===== src/rtl/rx_tlp_dispatcher_pkg.sv =====
// Shared definitions for the RX TLP dispatcher: default sizing, the
// one-hot FSM encoding and a small unsigned min helper.
package rx_tlp_dispatcher_pkg;

  localparam int DEF_BUF_AW         = 15;
  localparam int DEF_TLP_QW_LOG2    = 4;
  localparam int DEF_TLP_QW         = 1 << DEF_TLP_QW_LOG2;
  localparam int DEF_PAGE_QW_LOG2   = 18;
  localparam int DEF_PAGE_QW        = 1 << DEF_PAGE_QW_LOG2;
  localparam int DEF_HDR_QW         = 16;
  localparam int DEF_TIMEOUT_CYCLES = 65536;
  localparam int DEF_MAX_BURST      = 8;

  // One-hot dispatcher states
  typedef enum logic [5:0] {
    ST_IDLE     = 6'b000001,
    ST_CALC     = 6'b000010,
    ST_REQ      = 6'b000100,
    ST_UPD      = 6'b001000,
    ST_PAGE_REQ = 6'b010000,
    ST_PAGE_UPD = 6'b100000
  } state_t;

  function automatic logic [31:0] min_u32(input logic [31:0] a, input logic [31:0] b);
    return (a < b) ? a : b;
  endfunction

endpackage


===== src/rtl/rx_tlp_timeout.sv =====
// Idle timeout generator with a sticky flush request. The counter runs
// only while 'run' is high; a flush pulse is remembered until the
// dispatcher is back in IDLE ('consume') and acts as an immediate timeout.
module rx_tlp_timeout
  import rx_tlp_dispatcher_pkg::*;
#(
  parameter int TIMEOUT_CYCLES = DEF_TIMEOUT_CYCLES
) (
  input  logic clk,
  input  logic reset,
  input  logic run,
  input  logic flush_req,
  input  logic consume,
  output logic timeout
);

  localparam int CNT_W = (TIMEOUT_CYCLES > 1) ? $clog2(TIMEOUT_CYCLES) : 1;
  localparam logic [CNT_W-1:0] CNT_LAST = CNT_W'(TIMEOUT_CYCLES - 1);

  logic [CNT_W-1:0] r_cnt;
  logic             r_flush;
  logic             w_expired;

  assign w_expired = run && (r_cnt == CNT_LAST);
  assign timeout   = w_expired || r_flush;

  // Idle counter: clears when not running, wraps after firing once
  always_ff @(posedge clk) begin
    if (reset) begin
      r_cnt <= '0;
    end else if (!run || w_expired) begin
      r_cnt <= '0;
    end else begin
      r_cnt <= r_cnt + CNT_W'(1);
    end
  end

  // Sticky flush: a new pulse wins over consumption in the same cycle
  always_ff @(posedge clk) begin
    if (reset) begin
      r_flush <= 1'b0;
    end else begin
      r_flush <= flush_req | (r_flush & ~consume);
    end
  end

endmodule


===== src/rtl/rx_tlp_dispatcher.sv =====
// RX TLP dispatcher: turns committed ring-buffer qwords into DMA TLP
// requests of 1..TLP_QW qwords, never crossing a host huge page, and
// requests a page change when the page fills or idles while dirty.
module rx_tlp_dispatcher
  import rx_tlp_dispatcher_pkg::*;
#(
  parameter int BUF_AW         = DEF_BUF_AW,
  parameter int TLP_QW_LOG2    = $clog2(DEF_TLP_QW),
  parameter int PAGE_QW_LOG2   = $clog2(DEF_PAGE_QW),
  parameter int HDR_QW         = DEF_HDR_QW,
  parameter int TIMEOUT_CYCLES = DEF_TIMEOUT_CYCLES,
  parameter int MAX_BURST      = DEF_MAX_BURST
) (
  input  logic                    clk,
  input  logic                    reset,
  input  logic [BUF_AW-1:0]       commited_wr_address,
  input  logic                    flush_req,
  output logic                    trigger_tlp,
  input  logic                    trigger_tlp_ack,
  output logic [TLP_QW_LOG2:0]    qwords_to_send,
  output logic [PAGE_QW_LOG2:0]   page_qword_offset,
  output logic                    change_huge_page,
  input  logic                    change_huge_page_ack,
  output logic [BUF_AW-1:0]       commited_rd_address,
  output logic                    busy
);

  localparam int TLP_QW  = 1 << TLP_QW_LOG2;
  localparam int PAGE_QW = 1 << PAGE_QW_LOG2;
  localparam int PG_W    = PAGE_QW_LOG2 + 1;
  localparam int SZ_W    = TLP_QW_LOG2 + 1;
  localparam int BURST_W = $clog2(MAX_BURST + 1);

  localparam logic [PG_W-1:0]    PAGE_QW_P = PG_W'(PAGE_QW);
  localparam logic [PG_W-1:0]    HDR_QW_P  = PG_W'(HDR_QW);
  localparam logic [BUF_AW-1:0]  TLP_QW_B  = BUF_AW'(TLP_QW);

  state_t              r_state;
  logic [BUF_AW-1:0]   r_pending;
  logic [BUF_AW-1:0]   r_rd;
  logic [PG_W-1:0]     r_page_cnt;
  logic [PG_W-1:0]     r_offset;
  logic [SZ_W-1:0]     r_qwords;
  logic [BURST_W-1:0]  r_burst;
  logic                r_dirty;
  logic                r_trigger;
  logic                r_change;

  logic                w_idle;
  logic                w_run;
  logic                w_timeout;
  logic                w_pending_nz;
  logic                w_pending_ge_tlp;
  logic [PG_W-1:0]     w_page_space;
  logic [SZ_W-1:0]     w_calc_size;
  logic [BUF_AW-1:0]   w_rd_next;
  logic [BUF_AW-1:0]   w_pending_after;
  logic [PG_W-1:0]     w_page_cnt_next;
  logic [BURST_W-1:0]  w_burst_next;

  assign w_idle           = (r_state == ST_IDLE);
  assign w_pending_nz     = (r_pending != '0);
  assign w_pending_ge_tlp = (r_pending >= TLP_QW_B);
  assign w_run            = w_idle && (w_pending_nz || r_dirty);
  assign w_page_space     = PAGE_QW_P - r_page_cnt;
  assign w_calc_size      = SZ_W'(min_u32(min_u32(32'(TLP_QW), 32'(r_pending)), 32'(w_page_space)));
  assign w_rd_next        = r_rd + BUF_AW'(r_qwords);
  assign w_pending_after  = commited_wr_address - w_rd_next;
  assign w_page_cnt_next  = r_page_cnt + PG_W'(r_qwords);
  assign w_burst_next     = r_burst + BURST_W'(1);

  assign trigger_tlp         = r_trigger;
  assign change_huge_page    = r_change;
  assign qwords_to_send      = r_qwords;
  assign page_qword_offset   = r_offset;
  assign commited_rd_address = r_rd;
  assign busy                = !w_idle;

  rx_tlp_timeout #(
    .TIMEOUT_CYCLES(TIMEOUT_CYCLES)
  ) u_timeout (
    .clk      (clk),
    .reset    (reset),
    .run      (w_run),
    .flush_req(flush_req),
    .consume  (w_idle),
    .timeout  (w_timeout)
  );

  // Pending qwords; in UPD take the post-update value so CALC never sees a stale count
  always_ff @(posedge clk) begin
    if (reset) begin
      r_pending <= '0;
    end else if (r_state == ST_UPD) begin
      r_pending <= w_pending_after;
    end else begin
      r_pending <= commited_wr_address - r_rd;
    end
  end

  // Dispatcher FSM with registered request outputs and pointer bookkeeping
  always_ff @(posedge clk) begin
    if (reset) begin
      r_state    <= ST_IDLE;
      r_trigger  <= 1'b0;
      r_change   <= 1'b0;
      r_qwords   <= '0;
      r_offset   <= HDR_QW_P;
      r_page_cnt <= HDR_QW_P;
      r_rd       <= '0;
      r_dirty    <= 1'b0;
      r_burst    <= '0;
    end else begin
      case (r_state)
        ST_IDLE: begin
          if ((w_page_space == '0) && (w_pending_nz || r_dirty)) begin
            r_change <= 1'b1;
            r_state  <= ST_PAGE_REQ;
          end else if (w_pending_ge_tlp || (w_pending_nz && w_timeout)) begin
            r_burst <= '0;
            r_state <= ST_CALC;
          end else if (r_dirty && w_timeout) begin
            r_change <= 1'b1;
            r_state  <= ST_PAGE_REQ;
          end
        end
        ST_CALC: begin
          if (w_calc_size == '0) begin
            r_change <= 1'b1;
            r_state  <= ST_PAGE_REQ;
          end else begin
            r_qwords  <= w_calc_size;
            r_offset  <= r_page_cnt;
            r_trigger <= 1'b1;
            r_state   <= ST_REQ;
          end
        end
        ST_REQ: begin
          if (trigger_tlp_ack) begin
            r_trigger <= 1'b0;
            r_state   <= ST_UPD;
          end
        end
        ST_UPD: begin
          r_rd       <= w_rd_next;
          r_page_cnt <= w_page_cnt_next;
          r_dirty    <= 1'b1;
          r_burst    <= w_burst_next;
          if (w_page_cnt_next == PAGE_QW_P) begin
            r_change <= 1'b1;
            r_state  <= ST_PAGE_REQ;
          end else if ((w_burst_next < BURST_W'(MAX_BURST)) && (w_pending_after >= TLP_QW_B)) begin
            r_state <= ST_CALC;
          end else begin
            r_state <= ST_IDLE;
          end
        end
        ST_PAGE_REQ: begin
          if (change_huge_page_ack) begin
            r_change   <= 1'b0;
            r_page_cnt <= HDR_QW_P;
            r_dirty    <= 1'b0;
            r_state    <= ST_PAGE_UPD;
          end
        end
        ST_PAGE_UPD: begin
          r_state <= ST_IDLE;
        end
        default: begin
          r_trigger <= 1'b0;
          r_change  <= 1'b0;
          r_state   <= ST_IDLE;
        end
      endcase
    end
  end

endmodule

===== config.mk =====
export PLATFORM = sky130hd
export DESIGN_NAME = rx_tlp_dispatcher
export DESIGN_NICKNAME = d
export VERILOG_FILES = /design/src/rtl/rx_tlp_dispatcher_pkg.sv /design/src/rtl/rx_tlp_timeout.sv /design/src/rtl/rx_tlp_dispatcher.sv
export SDC_FILE = /design/constraint.sdc
export NUM_CORES = 1
export LEC_CHECK = 0
export BUFFER_PORTS_ARGS = -buffer_cell sky130_fd_sc_hd__buf_4
export CORE_MARGIN = 2
export CORE_UTILIZATION = 30
export CTS_CLUSTER_SIZE = 10
export DETAILED_ROUTE_END_ITERATION = 6
export HOLD_SLACK_MARGIN = 0.02
export SLEW_MARGIN = 5
export SYNTH_ARGS = -nofsm -noshare
export SYNTH_HDL_FRONTEND = slang
export SYNTH_SLANG_ARGS = --single-unit

===== constraint.sdc =====
create_clock -name clk -period 10.14 [get_ports clk]
set_input_delay 1.014 -clock clk [delete_from_list [all_inputs] [get_ports clk]]
set_output_delay 1.014 -clock clk [all_outputs]
set_load 0.01 [all_outputs]

==> impl_metrics.ini, run 1 <==
[worst_hold_path]
hp-start = u_timeout.r_cnt[0]$_SDFF_PP0_
worst_hold_path.endpoint = u_timeout.r_cnt[0]$_SDFF_PP0_
whs_path_depth = 1
min_path_type = reg -> reg

[power_and_ir_drop]
p_total_mw = 0.970
vdd_drop_max_v = 0.0000683
netSwitchingFraction = 0.288
power_leakage_nw = 3.26
p_seq_frac = 0.446
power.internal_mw = 0.691
p_sw_mw = 0.279
p_clk_frac = 0.376
p_comb_frac = 0.178
p_per_area_nw_per_um2 = 115

[detailed_routing]
first_iter_violations = 292
firstDrtPassIters = 6
vias = 6565
via_per_inst = 5.07
routed_wirelength_um = 18900
ant_nets = 0
wl_per_cell_um = 14.6
drcViolationCount = 0

[critical_path]
r2r_end = page_qword_offset[5]$_SDFFE_PP0N_
ff2ff_setup_slack_ns = 5.21
path_buf_inv = 1
path_delay_family = simple AND/OR/NAND/NOR gates
reg2reg_depth = 13
crit_required_ns = 10.34
path_class = reg -> reg
critPathMaxStageDelay_ns = 0.68
crit_path_max_fanout = 21
cpMostUsedCell = nor2_1
crit_chain = or4_4 > or3_1 > or4_1 > xnor2_1 > ha_1 > nand4_1 > nor2_1 > a311oi_1 > nor2_1 > a211oi_4 > buf_4 > mux2i_1 > nor2_1
crit_slowest_cell = a311oi_1
critPathArrivalTime_ns = 5.13
start_kind = flip-flop
r2r_start = r_page_cnt[2]$_SDFFE_PP0P_
cp-end-kind = flip-flop

[timing]
hold_violations = 0
clock_skew_ns = 0.00902
worst_slew_pin_slew_ns = 0.899
post-route-min-period_ns = 4.93
finalSetupTns_ns = 0
fmax_mhz = 203
setup_violations = 0
finalCritPeriodShare = 0.486
hold_ws_ns = 0.477
setup_slack_ns = 5.21
slew_headroom = 0.400
grt_setup_unrepaired = no
slew_viol_final = 0

[place]
hpwl_um = 14000
gp_congestion = 0.819
placed_cell_area_sq_um = 8130
dp.cells = 1281
place.port_buffers = 61
dp_slack_ns = 5.33

[synth]
netlist_instances = 935
yosysWarningCount = 0
syn_area_per_cell_sq_um = 7.94
yosysUniqueCellTypes = 78
synth_edf_count = 0
async_flop_share = 0
yosysSeqAreaShare = 0.278
synth-main-ff-cell = dfxtp_1
ys_seq_elements = 103
netlist_area_sq_um = 7420

[floorplanning]
fp.dieW_um = 161
fp.dieH_um = 161
rows = 57
start_util = 0.305
dieArea_sq_um = 26000
core_sq_um = 24300
top_level_ports = 62

[grt]
antenna_found_initial = 0
grt_pass1_vias = 6072
grt_start_max_net_pins = 84
grt_usage = 0.145
grt_pass1_wl_um = 30900
grt_overflow = 0

[finish]
mostFrequentLayoutCells = nor2_1 (121), dfxtp_1 (103), nand2_1 (71)
diodes = 0
fin_nets = 1047
post-route-util = 0.347
final_layout_size_suffix_gt1_frac = 0.106
synthToLayoutAreaGrowth_pct = 13.6
stdcell_count = 1296
final_area_sq_um = 8430
mostFrequentLayoutCell = nor2_1

[clocking]
path_clk_slew_ns = 0.07
htree_levels = 3
clock_tree.buffer_depth = 2
cts_tree = done
root_buffer = clkbuf_16
cts_buffers = 9
cts_hold_buf = 0
clkLatencyLatePin_ns = 0.36
postCtsSetupBuffers = 0
clock-sinks = 103
ctsResizeCount = 0

[outcome]
status = finished, final reports clean

[flow_run]
maxCapViolations = 0
[layout make-up]
class                   instances  area (sq um)
clock buffers                  10           239
clock inverters                 5          65.1
fillers                      2600         15900
inverters                      42           158
multi-input cells             748          5020
flip-flops and latches        103          2060
well taps                     324           405
repair buffers                 64           480
[routing by layer]
layer	track usage	vias up	share of wire
li1	-	3389	-
met2	0.261	123	0.50
met4	0.0381	0	0.014
met1	0.181	3032	0.45
met3	0.0200	21	0.034
met5	0	-	0
[state kept, by name, summed over array words and instances, names as in the netlist, 4 cells and up]
| signal | count |
|---|---|
| qwords_to_send | 5 |
| r_pending | 15 |
| r_state | 6 |
| commited_rd_address | 15 |
| r_page_cnt | 19 |
| page_qword_offset | 19 |
| u_timeout.r_cnt | 16 |
| r_burst | 4 |
[logic make-up after synthesis]
kind of cell	Yosys count	share of synthesized area
AOI/OAI and AO/OA	215	0.203
xor gates and xnor gates	74	0.0873
adders and majority gates	59	0.103
buffers and inverters	93	0.0512
DFF	103	0.278
muxes	29	0.0391
other	1	0.000505
and+or+nand+nor	361	0.238
[power groups by stage]
| stage | sequential [mW] | clock (mW) | combinational [mW] |
|---|---|---|---|
| after floorplan | 0.437 | 0 | 0.127 |
| after global placement | 0.442 | 0 | 0.173 |
| after detailed placement | 0.442 | 0 | 0.173 |
| after CTS | 0.433 | 0.381 | 0.174 |
| after global routing | 0.435 | 0.393 | 0.194 |
| final | 0.432 | 0.365 | 0.173 |
[worst max-delay path by stage]
stage	startpoint	to	slack (ns)	cells after the start
floorplan	r_page_cnt[2]$_SDFFE_PP0P_	page_qword_offset[5]$_SDFFE_PP0N_	6.17	15
finish	r_page_cnt[2]$_SDFFE_PP0P_	page_qword_offset[5]$_SDFFE_PP0N_	5.21	13
global placement	r_page_cnt[2]$_SDFFE_PP0P_	page_qword_offset[12]$_SDFFE_PP0N_	5.42	13
detailed placement	r_page_cnt[2]$_SDFFE_PP0P_	page_qword_offset[5]$_SDFFE_PP0N_	5.33	13
global route	r_page_cnt[0]$_SDFFE_PP0P_	page_qword_offset[2]$_SDFFE_PP0N_	4.84	15
CTS	r_page_cnt[2]$_SDFFE_PP0P_	page_qword_offset[5]$_SDFFE_PP0N_	5.29	13
[cells in the mapped netlist (3+ instances only)]
master,count,share of area
nor2_1,121,0.061
dfxtp_1,103,0.28
nand2_1,71,0.036
ha_1,55,0.093
xnor2_1,54,0.064
a21oi_1,53,0.036
inv_1,42,0.021
clkbuf_1,40,0.020
o21ai_0,34,0.023
nor3_1,33,0.022
mux2i_1,29,0.039
nand3_1,21,0.014
xor2_1,20,0.024
a21o_1,17,0.017
or3_1,17,0.014
and3_1,15,0.013
and2_1,13,0.011
nand2b_1,12,0.010
nand4_1,12,0.010
o21a_1,10,0.010
a22oi_1,9,0.0091
a311oi_1,9,0.011
a211oi_1,8,0.0081
a31oi_1,8,0.0067
nor2b_1,7,0.0059
nor4_1,7,0.0059
o2111ai_1,6,0.0071
or4_1,6,0.0061
buf_2,5,0.0034
o21bai_1,5,0.0051
o31ai_1,5,0.0051
or2_2,5,0.0042
a21boi_0,4,0.0040
a31o_2,4,0.0047
fa_1,4,0.011
o211ai_1,4,0.0040
o21ai_1,4,0.0027
a211oi_2,3,0.0051
nand3b_1,3,0.0030
nand4b_1,3,0.0035
nor3b_1,3,0.0030
o2111a_1,3,0.0046
o211a_1,3,0.0040
(Power assumes the default switching activity.)
==> run 2: changes to the inputs <==
- clock period: 10.14 -> 4.2 ns (I/O delays scaled with it)
==> impl_metrics.ini, run 2 (synthesis gave the netlist of run 1 again) <==
[power_and_ir_drop]
netSwitchingFraction = 0.299
p_clk_frac = 0.360
power_leakage_nw = 3.42
p_total_mw = 2.32
power.internal_mw = 1.63
vdd_drop_max_v = 0.000170
p_per_area_nw_per_um2 = 267
p_sw_mw = 0.694
p_comb_frac = 0.194
p_seq_frac = 0.446

[worst_hold_path]
min_path_type = in -> reg
hp-start = flush_req
worst_hold_path.endpoint = u_timeout.r_flush$_SDFF_PP0_
whs_path_depth = 3

[critical_path]
crit_required_ns = 4.47
r2r_end = r_state[0]$_SDFFE_PP1P_
path_class = reg -> reg
crit_path_max_fanout = 4
critPathArrivalTime_ns = 4.27
cp-end-kind = flip-flop
ff2ff_setup_slack_ns = 0.20
reg2reg_depth = 12
r2r_start = commited_rd_address[0]$_SDFFE_PP0P_
start_kind = flip-flop

[floorplanning]
fp.dieH_um = 161
core_sq_um = 24300
start_util = 0.305
fp.dieW_um = 161
top_level_ports = 62
dieArea_sq_um = 26000
rows = 57

[clocking]
htree_levels = 3
root_buffer = clkbuf_16
cts_tree = done
clkLatencyLatePin_ns = 0.36
clock-sinks = 103
clock_tree.buffer_depth = 2
cts_buffers = 9
cts_hold_buf = 0
path_clk_slew_ns = 0.07

[grt]
grt_overflow = 0
antenna_found_initial = 0
grt_start_max_net_pins = 58
grt_pass1_vias = 6366
grt_usage = 0.149
grt_pass1_wl_um = 31900

[detailed_routing]
met3_wirelength_um = 529
highest_layer = met4
drcViolationCount = 0
wl_met2_um = 9430
first_iter_violations = 297
vias = 6652
firstDrtPassIters = 4
met1_length_um = 8920
via_per_inst = 5.02
ant_nets = 0
wl_per_cell_um = 14.5
routed_wirelength_um = 19200

[place]
placed_cell_area_sq_um = 8340
gp_congestion = 0.807
hpwl_um = 14600
place.port_buffers = 61

[timing]
finalCritPeriodShare = 0.953
finalSetupTns_ns = 0
setup_violations = 0
slew_viol_final = 0
hold_ws_ns = 0.267
post-route-min-period_ns = 4.00
slew_headroom = 0.571
fmax_mhz = 250
clock_skew_ns = 0.0116
hold_violations = 0
worst_slew_pin_slew_ns = 0.642

[finish]
fin_nets = 1075
final_layout_size_suffix_gt1_frac = 0.136
mostFrequentLayoutCells = nor2_1 (121), dfxtp_1 (103), buf_4 (91)
final_area_sq_um = 8680
diodes = 0
mostFrequentLayoutCell = nor2_1
synthToLayoutAreaGrowth_pct = 17.0

[outcome]
status = finished, final reports clean

[flow_run]
maxCapViolations = 0
run 2: critical path, stage by stage (launching register included):
cell and delay, ns:
dfxtp_1 0.34, ha_1 0.23, fa_1 0.56, inv_1 0.06
ha_1 0.27, a21o_1 0.19, a311o_1 0.37, o2111a_1 0.29
o211a_1 0.24, or3_1 0.37, a2111oi_4 0.40, or3b_1 0.38
o311ai_1 0.21
run 2: worst max-delay path by stage:
stage	from	endpoint	slack, ns	depth (start not counted)
after detailed placement	commited_rd_address[0]$_SDFFE_PP0P_	r_state[0]$_SDFFE_PP1P_	0.09	14
after global routing	qwords_to_send[1]$_SDFFE_PP0N_	r_state[0]$_SDFFE_PP1P_	-0.003	13
after global placement	commited_rd_address[0]$_SDFFE_PP0P_	r_state[0]$_SDFFE_PP1P_	0.16	12
after floorplan	r_page_cnt[2]$_SDFFE_PP0P_	page_qword_offset[5]$_SDFFE_PP0N_	0.23	15
after CTS	commited_rd_address[0]$_SDFFE_PP0P_	r_state[0]$_SDFFE_PP1P_	0.04	14
final	commited_rd_address[0]$_SDFFE_PP0P_	r_state[0]$_SDFFE_PP1P_	0.20	12
run 2: routing by layer:
layer  vias to the layer above  GRT usage
li1                       3440          -
met1                      3107      0.191
met2                        89      0.262
met3                        16     0.0172
met4                         0     0.0471
met5                         -          0
run 2: final cells by class:
type | instances | area, sq um
Tap cell | 324 | 405
Clock buffer | 10 | 239
Multi-Input combinational cell | 748 | 5060
Clock inverter | 6 | 52.6
Sequential cell | 103 | 2060
Timing Repair Buffer | 92 | 703
Inverter | 42 | 158
Fill cell | 2516 | 15600
run 2: timing repair:
item,4_1_cts,5_1_grt
buffers inserted,0,1
gates resized for setup,0,9
endpoints found under the setup margin,0,2
run 2: power groups by stage:
| stage | Sequential [mW] | Combinational (mW) | Clock (mW) |
|---|---|---|---|
| after floorplan | 1.05 | 0.306 | 0 |
| after global placement | 1.06 | 0.444 | 0 |
| after detailed placement | 1.06 | 0.444 | 0 |
| after CTS | 1.03 | 0.448 | 0.867 |
| after global routing | 1.04 | 0.504 | 0.900 |
| final | 1.03 | 0.450 | 0.837 |
run 2: through the flow:
stage                      util  std cells  setup WS (ns)
after floorplan               -        944          0.229
after global placement    0.343       1308          0.160
after detailed placement  0.343       1308         0.0864
after CTS                 0.355       1324         0.0413
after global routing      0.357       1325       -0.00282
final                     0.357       1325          0.198
==> run 3: changes to the inputs <==
- PLACE_DENSITY_LB_ADDON: not set -> 0.15
==> impl_metrics.ini, run 3 (synthesis gave the netlist of run 1 again) <==
[outcome]
status = finished, final reports clean

[critical_path]
crit_required_ns = 4.47
ff2ff_setup_slack_ns = 0.20
path_class = reg -> reg
crit_chain = ha_2 > fa_2 > inv_1 > ha_1 > a21o_1 > a311o_1 > o2111a_2 > o211a_1 > or3_4 > a2111oi_4 > buf_4 > or3b_1 > o311ai_1
start_kind = flip-flop
crit_slowest_cell = fa_2
cp-end-kind = flip-flop
critPathArrivalTime_ns = 4.26
critPathMaxStageDelay_ns = 0.59
crit_path_max_fanout = 4

[finish]
fillers = 2614
fin_nets = 1080
mostFrequentLayoutCell = nor2_1
mostFrequentLayoutCells = nor2_1 (120), dfxtp_1 (103), buf_4 (96)
post-route-util = 0.359
final_layout_size_suffix_gt1_frac = 0.142
synthToLayoutAreaGrowth_pct = 17.7
diodes = 0
final-seq-area_sq_um = 2060
final_area_sq_um = 8740
multi_input_area_sq_um = 5080

[place]
hpwl_um = 15800
placed_cell_area_sq_um = 8370
gp_congestion = 0.828
place.port_buffers = 61

[floorplanning]
core_sq_um = 24300
top_level_ports = 62
fp.dieW_um = 161
fp.dieH_um = 161
start_util = 0.305
rows = 57
dieArea_sq_um = 26000

[clocking]
clock-sinks = 103
cts_hold_buf = 0
clkLatencyLatePin_ns = 0.36
root_buffer = clkbuf_16
clock_tree.buffer_depth = 2
cts_buffers = 9
cts_tree = done
htree_levels = 3
path_clk_slew_ns = 0.07

[detailed_routing]
via_per_inst = 5.06
ant_nets = 0
vias = 6731
drcViolationCount = 0
firstDrtPassIters = 5
routed_wirelength_um = 21000
first_iter_violations = 298
wl_per_cell_um = 15.8

[power_and_ir_drop]
power_leakage_nw = 3.45
p_total_mw = 2.38
p_per_area_nw_per_um2 = 272
vdd_drop_max_v = 0.000154

[timing]
post-route-min-period_ns = 4.00
setup_violations = 0
worst_slew_pin_slew_ns = 0.780
slew_headroom = 0.477
fmax_mhz = 250
slew_viol_final = 0
clock_skew_ns = 0.0105
hold_violations = 0
finalCritPeriodShare = 0.952
finalSetupTns_ns = 0
hold_ws_ns = 0.274

[grt]
grt_pass1_vias = 6517
antenna_found_initial = 0
grt_pass1_wl_um = 34000
grt_overflow = 0
grt_usage = 0.162
grt_start_max_net_pins = 49

[worst_hold_path]
min_path_type = in -> reg

[flow_run]
maxCapViolations = 0
-- run 3: worst max-delay path: cells and delay by family (launching register included) --
| kind | cells | cell delay [ns] |
|---|---|---|
| buf+inv | 2 | 0.21 |
| fa+ha+maj | 3 | 1.06 |
| simple gates | 2 | 0.68 |
| flops | 1 | 0.34 |
| compound gates | 6 | 1.62 |
-- run 3: metrics by stage --
step                      setup WS, ns  cells
final                            0.202   1329
after global routing         -0.000564   1329
after CTS                       0.0537   1327
after detailed placement        -0.103   1312
after global placement         -0.0377   1312
after floorplan                  0.229    944
-- run 3: final cells by class --
| cell class | instances | area share |
|---|---|---|
| Multi-Input combinational cell | 748 | 0.581 |
| Sequential cell | 103 | 0.236 |
| Timing Repair Buffer | 97 | 0.0847 |
| Tap cell | 324 | 0.0464 |
| Clock buffer | 11 | 0.0278 |
| Inverter | 42 | 0.0180 |
| Clock inverter | 4 | 0.00644 |
-- run 3: per-layer routing --
layer | global-route usage | vias up | routed length, um
li1 | - | 3456 | -
met1 | 0.200 | 3149 | 9600
met2 | 0.298 | 104 | 10600
met3 | 0.0180 | 22 | 521
met4 | 0.0459 | 0 | 333
met5 | 0 | - | 0
-- run 3: path summary, 6_finish.rpt --
path                                                      end                           startpoint  depth (start not counted)
worst max-delay path                  r_state[0]$_SDFFE_PP1P_  commited_rd_address[0]$_SDFFE_PP0P_                         13
worst min-delay path             u_timeout.r_flush$_SDFF_PP0_                            flush_req                          3
worst max register to register        r_state[0]$_SDFFE_PP1P_  commited_rd_address[0]$_SDFFE_PP0P_                         13
worst min register to register  u_timeout.r_cnt[0]$_SDFF_PP0_        u_timeout.r_cnt[0]$_SDFF_PP0_                          1
-- run 3: power by group --
part / total (mW) / switching [mW] / internal, mW / leakage, nW
Sequential: 1.04 / 0.0275 / 1.01 / 0.835
Combinational: 0.458 / 0.264 / 0.194 / 2.47
Clock: 0.883 / 0.403 / 0.480 / 0.146
Total: 2.38 / 0.695 / 1.68 / 3.45
-- run 3: repair_timing --
action,CTS,global route
pin swaps,1,4
endpoints found under the setup margin,1,2
setup buffers,0,2
gates resized for setup,3,11
cloned,0,0
